==> config.mk <==
export PLATFORM = sky130hd
export DESIGN_NAME = seq_divide_flat
export DESIGN_NICKNAME = d
export VERILOG_FILES = /design/src/rtl/seq_divide_pkg.sv /design/src/rtl/seq_divide_if.sv /design/src/rtl/seq_divide_step.sv /design/src/rtl/seq_divide.sv /design/src/flat_wrapper.sv
export SDC_FILE = /design/constraint.sdc
export NUM_CORES = 1
export LEC_CHECK = 0
export BUFFER_PORTS_ARGS = -buffer_cell sky130_fd_sc_hd__buf_2
export CAP_MARGIN = 0
export CORE_UTILIZATION = 60
export CTS_CLUSTER_DIAMETER = 60
export DETAILED_ROUTE_END_ITERATION = 10
export PLACE_DENSITY = 0.93
export SLEW_MARGIN = 20
export SYNTH_ARGS = -nofsm -noshare
export SYNTH_HDL_FRONTEND = slang
export SYNTH_SLANG_ARGS = --single-unit
==> constraint.sdc <==
create_clock -name clk -period 4.9 [get_ports clk]
set_clock_uncertainty 0.05 [all_clocks]
set_input_delay 0.735 -clock clk [delete_from_list [all_inputs] [get_ports clk]]
set_output_delay 0.735 -clock clk [all_outputs]
set_load 0.1 [all_outputs]
==> src/rtl/seq_divide_pkg.sv <==
// Shared types and default widths for the sequential unsigned divider.
// The optional div_zero result flag is enabled by SEQ_DIVIDE_DZ_FLAG_EN.
package seq_divide_pkg;

    localparam int unsigned DIV_DW_N  = 17;
    localparam int unsigned DIV_DW_D  = 9;
    localparam int unsigned DIV_CNT_W = $clog2(DIV_DW_N + 1);

    typedef enum logic [1:0] {
        IDLE = 2'd0,
        RUN  = 2'd1,
        DONE = 2'd2
    } div_state_t;

    // Step-counter width able to hold the value n (one count per quotient bit)
    function automatic int unsigned div_cnt_w(input int unsigned n);
        return $clog2(n + 1);
    endfunction

endpackage

==> src/rtl/seq_divide_if.sv <==
// Operand and result handshakes of seq_divide.
// div_zero is present only when SEQ_DIVIDE_DZ_FLAG_EN is defined.
interface seq_divide_if
    import seq_divide_pkg::*;
#(
    parameter int unsigned DW_N = DIV_DW_N,
    parameter int unsigned DW_D = DIV_DW_D
) ();

    logic            in_valid;
    logic            in_ready;
    logic [DW_N-1:0] dividend;
    logic [DW_D-1:0] divisor;
    logic            out_valid;
    logic            out_ready;
    logic [DW_N-1:0] quotient;
    logic [DW_D-1:0] remainder;
`ifdef SEQ_DIVIDE_DZ_FLAG_EN
    logic            div_zero;
`endif

    // Producer/consumer side
    modport master (
        output in_valid, dividend, divisor, out_ready,
`ifdef SEQ_DIVIDE_DZ_FLAG_EN
        input  div_zero,
`endif
        input  in_ready, out_valid, quotient, remainder
    );

    // Divider side
    modport slave (
        input  in_valid, dividend, divisor, out_ready,
`ifdef SEQ_DIVIDE_DZ_FLAG_EN
        output div_zero,
`endif
        output in_ready, out_valid, quotient, remainder
    );

endinterface

==> src/rtl/seq_divide_step.sv <==
// One restoring-division step: shift in a dividend bit, trial-subtract the divisor.
module div_step #(
    parameter int unsigned DW_D = 9
) (
    input  logic [DW_D:0]   prem,
    input  logic            din,
    input  logic [DW_D-1:0] divisor,
    output logic [DW_D:0]   prem_next_c,
    output logic            qbit_c
);

    logic [DW_D+1:0] shifted;
    logic [DW_D:0]   trial;

    // The kept difference is always below the divisor, so DW_D+1 bits hold it exactly
    always_comb begin
        shifted     = {prem, din};
        qbit_c      = (shifted >= (DW_D+2)'(divisor));
        trial       = shifted[DW_D:0] - (DW_D+1)'(divisor);
        prem_next_c = qbit_c ? trial : shifted[DW_D:0];
    end

endmodule

==> src/rtl/seq_divide.sv <==
// Sequential unsigned divider: restoring shift-subtract, one quotient bit per cycle.
// Optional div_zero result flag is enabled by SEQ_DIVIDE_DZ_FLAG_EN.
module seq_divide
    import seq_divide_pkg::*;
#(
    parameter int unsigned DW_N = DIV_DW_N,
    parameter int unsigned DW_D = DIV_DW_D
) (
    input logic         clk,
    input logic         rst_n,
    seq_divide_if.slave bus
);

    localparam int unsigned CW = div_cnt_w(DW_N);
    localparam logic [CW-1:0] LAST_STEP = CW'(DW_N - 1);

    div_state_t      state, state_n;
    logic [CW-1:0]   cnt, cnt_n;
    logic [DW_N-1:0] dvd, dvd_n;
    logic [DW_D-1:0] dvs, dvs_n;
    logic [DW_D:0]   prem, prem_n;
    logic            dz, dz_n;
    logic [DW_N-1:0] quo, quo_n;
    logic [DW_D-1:0] rem, rem_n;
    logic            in_rdy, in_rdy_n;
    logic            out_vld, out_vld_n;
`ifdef SEQ_DIVIDE_DZ_FLAG_EN
    logic            dzf, dzf_n;
`endif

    logic [DW_D:0]   step_prem;
    logic            step_q;

    div_step #(.DW_D(DW_D)) u_step (
        .prem        (prem),
        .din         (dvd[DW_N-1]),
        .divisor     (dvs),
        .prem_next_c (step_prem),
        .qbit_c      (step_q)
    );

    // State and datapath registers
    always_ff @(posedge clk or negedge rst_n) begin
        if (!rst_n) begin
            state   <= IDLE;
            cnt     <= '0;
            dvd     <= '0;
            dvs     <= '0;
            prem    <= '0;
            dz      <= 1'b0;
            quo     <= '0;
            rem     <= '0;
            in_rdy  <= 1'b1;
            out_vld <= 1'b0;
`ifdef SEQ_DIVIDE_DZ_FLAG_EN
            dzf     <= 1'b0;
`endif
        end else begin
            state   <= state_n;
            cnt     <= cnt_n;
            dvd     <= dvd_n;
            dvs     <= dvs_n;
            prem    <= prem_n;
            dz      <= dz_n;
            quo     <= quo_n;
            rem     <= rem_n;
            in_rdy  <= in_rdy_n;
            out_vld <= out_vld_n;
`ifdef SEQ_DIVIDE_DZ_FLAG_EN
            dzf     <= dzf_n;
`endif
        end
    end

    // Next state, datapath updates and handshake flags
    always_comb begin
        state_n = state;
        cnt_n   = cnt;
        dvd_n   = dvd;
        dvs_n   = dvs;
        prem_n  = prem;
        dz_n    = dz;
        quo_n   = quo;
        rem_n   = rem;
`ifdef SEQ_DIVIDE_DZ_FLAG_EN
        dzf_n   = dzf;
`endif

        case (state)
            IDLE: begin
                if (bus.in_valid) begin
                    dvd_n   = bus.dividend;
                    dvs_n   = bus.divisor;
                    prem_n  = '0;
                    cnt_n   = '0;
                    dz_n    = (bus.divisor == '0);
`ifdef SEQ_DIVIDE_DZ_FLAG_EN
                    dzf_n   = 1'b0;
`endif
                    state_n = RUN;
                end
            end
            RUN: begin
                // A zero divisor leaves after a single cycle with the saturated result
                if (dz) begin
                    quo_n   = '1;
                    rem_n   = dvd[DW_D-1:0];
`ifdef SEQ_DIVIDE_DZ_FLAG_EN
                    dzf_n   = 1'b1;
`endif
                    state_n = DONE;
                end else begin
                    prem_n = step_prem;
                    dvd_n  = {dvd[DW_N-2:0], step_q};
                    cnt_n  = cnt + CW'(1);
                    if (cnt == LAST_STEP) begin
                        quo_n   = {dvd[DW_N-2:0], step_q};
                        rem_n   = step_prem[DW_D-1:0];
                        state_n = DONE;
                    end
                end
            end
            DONE: begin
                if (bus.out_ready) begin
                    state_n = IDLE;
                end
            end
            default: begin
                state_n = IDLE;
            end
        endcase

        in_rdy_n  = (state_n == IDLE);
        out_vld_n = (state_n == DONE);
    end

    assign bus.in_ready  = in_rdy;
    assign bus.out_valid = out_vld;
    assign bus.quotient  = quo;
    assign bus.remainder = rem;
`ifdef SEQ_DIVIDE_DZ_FLAG_EN
    assign bus.div_zero  = dzf;
`endif

endmodule

==> src/flat_wrapper.sv <==
// flat-port wrapper written by rule: the top's interface ports become plain ports
module seq_divide_flat import seq_divide_pkg::*;
#(
    parameter int unsigned DW_N = DIV_DW_N,
    parameter int unsigned DW_D = DIV_DW_D
)
  (clk, rst_n, bus_in_valid, bus_dividend, bus_divisor, bus_out_ready, bus_in_ready, bus_out_valid, bus_quotient, bus_remainder);
  seq_divide_if #(.DW_N(DW_N), .DW_D(DW_D)) bus_i ();
  input logic clk;
  input logic rst_n;
  input wire logic [$bits(bus_i.in_valid)-1:0] bus_in_valid;
  input wire logic [$bits(bus_i.dividend)-1:0] bus_dividend;
  input wire logic [$bits(bus_i.divisor)-1:0] bus_divisor;
  input wire logic [$bits(bus_i.out_ready)-1:0] bus_out_ready;
  output wire logic [$bits(bus_i.in_ready)-1:0] bus_in_ready;
  output wire logic [$bits(bus_i.out_valid)-1:0] bus_out_valid;
  output wire logic [$bits(bus_i.quotient)-1:0] bus_quotient;
  output wire logic [$bits(bus_i.remainder)-1:0] bus_remainder;
  assign bus_i.in_valid = bus_in_valid;
  assign bus_i.dividend = bus_dividend;
  assign bus_i.divisor = bus_divisor;
  assign bus_i.out_ready = bus_out_ready;
  assign bus_in_ready = bus_i.in_ready;
  assign bus_out_valid = bus_i.out_valid;
  assign bus_quotient = bus_i.quotient;
  assign bus_remainder = bus_i.remainder;
  seq_divide #(.DW_N(DW_N), .DW_D(DW_D)) u_core (.clk(clk), .rst_n(rst_n), .bus(bus_i));
endmodule
==> results.py, run 1 <==
metrics = {
    "die": {
        "start_util_pct": 62.2,
        "die_area_sq_um": 6010,
        "num_rows": 27,
        "core_sq_um": 5510,
        "die_h_um": 77.5,
        "die_x_um": 77.5,
        "io_pins": 58,
    },
    "sta": {
        "final-max-slew-violation-count": 0,
        "report.final.hold_viol_count": 0,
        "finalCriticalPeriod_ns": 2.57,
        "max_freq_mhz": 389,
        "min_period_over_period_pct": 52.5,
        "setup_tns_ns": 0,
        "worst_slew_pin_slew_ns": 0.890,
        "whs_ns": 0.459,
        "max_slew_margin_pct": 40.6,
        "finalSetupViolCount": 0,
        "rsz0062_at_grt": "no",
    },
    "synth": {
        "synthArstFlopShare_pct": 100,
        "synth_edf_count": 0,
        "syn_area_sq_um": 3420,
        "ys_warn_count": 0,
        "synth-seq-area-share_pct": 52.7,
        "ys.flop_type": "dfrtp_1",
        "synth_nets": 377,
        "synth_cell_types": 49,
        "syn_inst": 335,
        "avgSynthCellArea_sq_um": 10.2,
        "synth-seq-cells": 72,
    },
    "routing": {
        "ant_nets": 0,
        "routed_wirelength_mm": 8.30,
        "top_layer_used": "met4",
        "wire_per_inst_um": 17.7,
        "via_per_inst": 6.16,
        "wl_met1_mm": 3.36,
        "drc": 0,
        "vias": 2896,
        "first_pass_iters": 6,
        "met3_wirelength_um": 579,
        "met2_length_mm": 4.08,
        "drtIter0Drc": 359,
    },
    "global_routing": {
        "grt_pass1_wl_mm": 13.6,
        "antenna_found_initial": 0,
        "grt.total_usage_pct": 30.2,
        "grt_pass1_vias": 2781,
        "grt_max_degree": 73,
        "overflow": 0,
    },
    "worst_setup_path": {
        "worst-path-max-fanout": 3,
        "crit_family": "compound AO/OA/AOI/OAI gates",
        "worstSetupEndpointType": "flop",
        "arrival_ns": 2.80,
        "cp_common_cell": "inv_1",
        "crit_chain": "inv_1, ha_1, inv_1, fa_1, a21o_1, and4_1, o31a_1, or4_4, o221a_4, o21ai_2",
        "critPathLaunchType": "flop",
        "path_buf_inv": 2,
        "crit_type": "reg -> reg",
        "required_ns": 5.12,
        "slowest_delay_ns": 0.42,
        "critPathSlowestCell": "or4_4",
    },
    "clock_network": {
        "root_buffer": "clkbuf_8",
        "clk_pin_slew_worst_paths_ns": 0.07,
        "clk_latency_ns": 0.36,
        "post_cts_buffers": 0,
        "htreeDepth": 3,
        "clockBufferDepth": 2,
        "cts_tree": "built",
        "cts.sinks": 72,
        "cts_inserted_buffers": 9,
        "hold_buffers": 0,
        "cts.repair.resized": 0,
    },
    "place": {
        "gp_congestion": 0.829,
        "dpl.hpwl_mm": 5.75,
        "io_buffer_count": 57,
        "placed_area_sq_um": 3770,
        "place_inst": 454,
    },
    "cells_and_area": {
        "regArea_sq_um": 1800,
        "design_area_sq_um": 3970,
        "multiInputGateArea_sq_um": 1500,
        "stdcell_count": 470,
        "fillers": 379,
        "fin_nets": 435,
        "areaGrowthSynthToFinish_pct": 16.0,
        "num_antenna_cells": 0,
        "layout-drive-gt1-share_pct": 22.9,
    },
    "outcome": {
        "status": "complete, no violations",
    },
    "job": {
        "cap_violations": 0,
    },
    "worst_hold_path": {
        "hold_path.class": "reg -> reg",
    },
}
-- per-stage QoR --
step | setup WS, ns | util (%)
6_report | 2.33 | 72.1
5_1_grt | 2.20 | 72.1
4_1_cts | 2.09 | 72.0
3_5_place_dp | 2.17 | 68.5
3_3_place_gp | 2.38 | 68.5
2_1_floorplan | 2.54 | -
-- metal layers --
metal	up-vias	track usage, %
li1	1309	-
met1	1406	39.3
met2	148	48.0
met3	33	6.71
met4	0	14.5
met5	-	0
-- final timing paths --
check | start | to | slack (ns) | cells past startpoint
min reg2reg | u_core.dvs[0] | u_core.dvs[0] | 0.46 | 2
max in group asynchronous | rst_n | u_core.dvd[2] | 3.70 | 2
max reg2reg | u_core.dvd[16] | u_core.bus.remainder[8] | 2.33 | 10
max | u_core.dvd[16] | u_core.bus.remainder[8] | 2.33 | 10
min | u_core.dvs[0] | u_core.dvs[0] | 0.46 | 2
min in group asynchronous | rst_n | u_core.dvs[8] | 0.53 | 2
-- cell families (layout without fill, tap and decap cells) --
group / Yosys count / count (layout) / synth area share, %
xor+xnor: 9 / 9 / 2.30
simple gates: 113 / 113 / 15.2
mux: 7 / 7 / 2.19
compound gates: 90 / 90 / 19.4
fa+ha+maj: 12 / 12 / 4.61
buf+inv: 32 / 95 / 3.69
flops: 72 / 72 / 52.7
-- sequential cells by signal, summed over array words and instances, names as in the netlist, 2 cells and up --
signal and flops:
u_core.bus.quotient 17, u_core.bus.remainder 9, u_core.cnt 5, u_core.dvd 17, u_core.dvs 9, u_core.prem 10
u_core.state 2
-- tightest hold or removal path, stage by stage (launching register included) --
cell and delay (ns):
dfrtp_1 0.37, nand2_1 0.06, nand2_1 0.06
-- final cells by class --
| class | instances | area share [%] |
|---|---|---|
| clock inverters | 5 | 0.977 |
| inverters | 17 | 1.61 |
| flip-flops and latches | 72 | 45.4 |
| repair buffers | 62 | 8.13 |
| well taps | 72 | 2.27 |
| multi-input cells | 231 | 37.8 |
| clock buffers | 11 | 3.81 |
-- layout by cell type (no fill, tap or decap), drive strengths merged, types with 2 or more instances in the layout --
| cell type | instances |
|---|---|
| a21o | 2 |
| a21oi | 12 |
| a221oi | 3 |
| a22o | 2 |
| a22oi | 14 |
| and2 | 3 |
| buf | 62 |
| clkbuf | 11 |
| clkinv | 3 |
| dfrtp | 71 |
| ha | 11 |
| inv | 18 |
| mux2i | 6 |
| nand2 | 61 |
| nand3 | 2 |
| nand4 | 4 |
| nor2 | 20 |
| nor2b | 2 |
| nor3 | 8 |
| nor3b | 3 |
| o21ai | 25 |
| o221a | 3 |
| o22a | 17 |
| o22ai | 4 |
| or4 | 4 |
| xnor2 | 3 |
| xor2 | 6 |
-- synth_stat cells, types with 3 or more instances --
library cell	n	area (sq um)
a21oi_1	11	55.1
a221oi_1	3	26.3
a22oi_1	14	105
and2_1	3	18.8
buf_2	5	25.0
clkbuf_1	10	37.5
dfrtp_1	71	1780
ha_1	11	138
inv_1	17	63.8
mux2i_1	6	60.1
nand2_1	60	225
nand4_1	4	25.0
nor2_1	20	75.1
nor3_1	8	40.0
nor3b_1	3	22.5
o21ai_0	22	110
o22a_1	17	149
o22ai_1	4	25.0
or4_1	3	22.5
xnor2_1	3	26.3
xor2_1	6	52.6
Power of run 1 is left out: the tool's default activity adds up to more than one toggle a clock period on the data nets, which glitch-free logic cannot reach.
==> run 2, diff against run 1 <==
- CORE_UTILIZATION: 60 -> 50
- PLACE_DENSITY: 0.93 -> 0.84
- clock period: 4.9 -> 2.35 ns (I/O delays scaled with it)
==> run 2 against run 1 <==
Effect of this change:
- the flow now finishes with violations (DRC)
- worst hold slack got worse by 0.30 ns
- critical path depth did not move
- sequential share of layout area fell by 2.4 points
- setup slack got worse by 2.3 ns
- first-iteration DRC count fell by 9.2%
- register-to-register slack got worse by 2.3 ns
- largest cell class unchanged
- highest routed layer unchanged
==> results.py, run 2 (same netlist as run 1, synthesis figures left out) <==
metrics = {
    "routing": {
        "first_pass_iters": 8,
        "wire_per_inst_um": 17.1,
        "routed_wirelength_mm": 8.47,
        "drc": 3,
        "drtIter0Drc": 326,
        "ant_nets": 0,
        "vias": 2870,
        "via_per_inst": 5.81,
    },
    "worst_setup_path": {
        "required_ns": 2.58,
        "crit_type": "reg -> reg",
        "worstSetupEndpointType": "flop",
        "crit_chain": "inv_2, ha_4, inv_2, fa_2, a21o_1, and4_1, o31a_1, or4_4, o221a_4, o21ai_2",
        "critPathLaunchType": "flop",
        "path_buf_inv": 2,
        "cp_common_cell": "inv_2",
        "crit_family": "compound AO/OA/AOI/OAI gates",
        "worst-path-max-fanout": 2,
        "reg2reg_depth": 10,
        "arrival_ns": 2.57,
        "slowest_delay_ns": 0.41,
        "cp_num_cells": 10,
        "critPathSlowestCell": "or4_4",
    },
    "global_routing": {
        "grt_pass1_wl_mm": 13.9,
        "overflow": 0,
        "grt_max_degree": 37,
        "grt_pass1_vias": 2836,
        "grt.total_usage_pct": 25.2,
        "antenna_found_initial": 0,
    },
    "sta": {
        "report.final.hold_viol_count": 0,
        "finalSetupViolCount": 0,
        "min_period_over_period_pct": 99.4,
        "setup_ws_ns": 0.0148,
        "rsz0062_at_grt": "yes",
        "max_freq_mhz": 428,
        "setup_tns_ns": 0,
        "max_slew_margin_pct": 44.3,
        "final-max-slew-violation-count": 0,
        "worst_slew_pin_slew_ns": 0.832,
        "finalCriticalPeriod_ns": 2.34,
    },
    "clock_network": {
        "htreeDepth": 3,
        "cts_inserted_buffers": 9,
        "root_buffer": "clkbuf_8",
        "cts_tree": "built",
        "clockBufferDepth": 2,
        "clk_pin_slew_worst_paths_ns": 0.08,
        "clk_latency_ns": 0.35,
        "cts.sinks": 72,
    },
    "outcome": {
        "violations": "DRC",
        "status": "finished, violations left",
    },
    "die": {
        "die_x_um": 84.7,
        "die_area_sq_um": 7180,
        "num_rows": 29,
        "start_util_pct": 52.7,
        "die_h_um": 84.7,
        "io_pins": 58,
        "core_sq_um": 6490,
    },
    "cells_and_area": {
        "multiInputGateArea_sq_um": 1540,
        "final_common_cell": "dfrtp_1",
        "areaGrowthSynthToFinish_pct": 22.6,
        "regArea_sq_um": 1800,
        "layout_common_cells": "dfrtp_1 (71), nand2_1 (60), buf_2 (57), o21ai_0 (22), buf_4 (22)",
        "fillers": 510,
        "layout-drive-gt1-share_pct": 28.3,
        "fin_nets": 454,
        "num_antenna_cells": 0,
    },
    "place": {
        "preCtsSetupSlack_ns": -0.0232,
        "dpl.hpwl_mm": 5.98,
        "gp_congestion": 0.841,
        "io_buffer_count": 57,
    },
    "job": {
        "cap_violations": 0,
    },
    "worst_hold_path": {
        "hold_path.class": "in -> reg",
        "hold_depth": 2,
    },
}
-- run 2: cell count changes in the layout (fill, tap and decap cells not counted), sizes merged --
cell         before  now
clkinvlp          1    0
clkbuf           11   13
buf              62   80
clkinv            3    1
dlygate4sd3       0    1
bufinv            0    1
-- run 2: worst paths after layout --
path,from,endpoint,slack (ns)
setup / recovery,u_core.dvd[16],u_core.bus.remainder[8],0.01
hold / removal,bus_divisor[1],u_core.dz,0.16
setup reg to reg,u_core.dvd[16],u_core.bus.remainder[8],0.01
hold reg to reg,u_core.bus.quotient[16],u_core.bus.quotient[16],0.45
max in group asynchronous,rst_n,u_core.dvs[7],1.15
min in group asynchronous,rst_n,u_core.bus.quotient[5],0.46
-- run 2: final cells by class --
class / count / area share [%]
clock buffers: 13 / 4.03
clock inverters: 3 / 1.13
flip-flops and latches: 72 / 43.0
repair buffers: 81 / 11.5
multi-input cells: 231 / 36.6
well taps: 77 / 2.30
inverters: 17 / 1.52
-- run 2: per-layer routing --
| layer | GRT usage [%] | vias up | part of all wire [%] |
|---|---|---|---|
| met4 | 11.7 | 0 | 2.0 |
| met3 | 3.64 | 15 | 4.6 |
| li1 | - | 1352 | - |
| met5 | 0 | - | 0 |
| met2 | 39.9 | 98 | 49 |
| met1 | 34.5 | 1405 | 44 |
-- run 2: timing repair --
item / in CTS / in global routing
pin swaps: 0 / 2
resized for setup: 4 / 7
setup buffers: 2 / 0
endpoints found under the hold margin: 16 / 0
hold buffers: 1 / 0
setup endpoints to repair: 2 / 9
-- run 2: through the flow --
step	std cells	area [sq um]	hold slack, ns	utilization [%]
finish	494	4200	0.157	64.6
CTS	494	4170	0.145	64.2
detailed placement	475	3920	0.285	60.3
floorplan	335	3430	0.00691	-
global route	494	4200	0.155	64.6
global placement	475	3920	0.284	60.3
Power of run 2 is left out for the same reason.
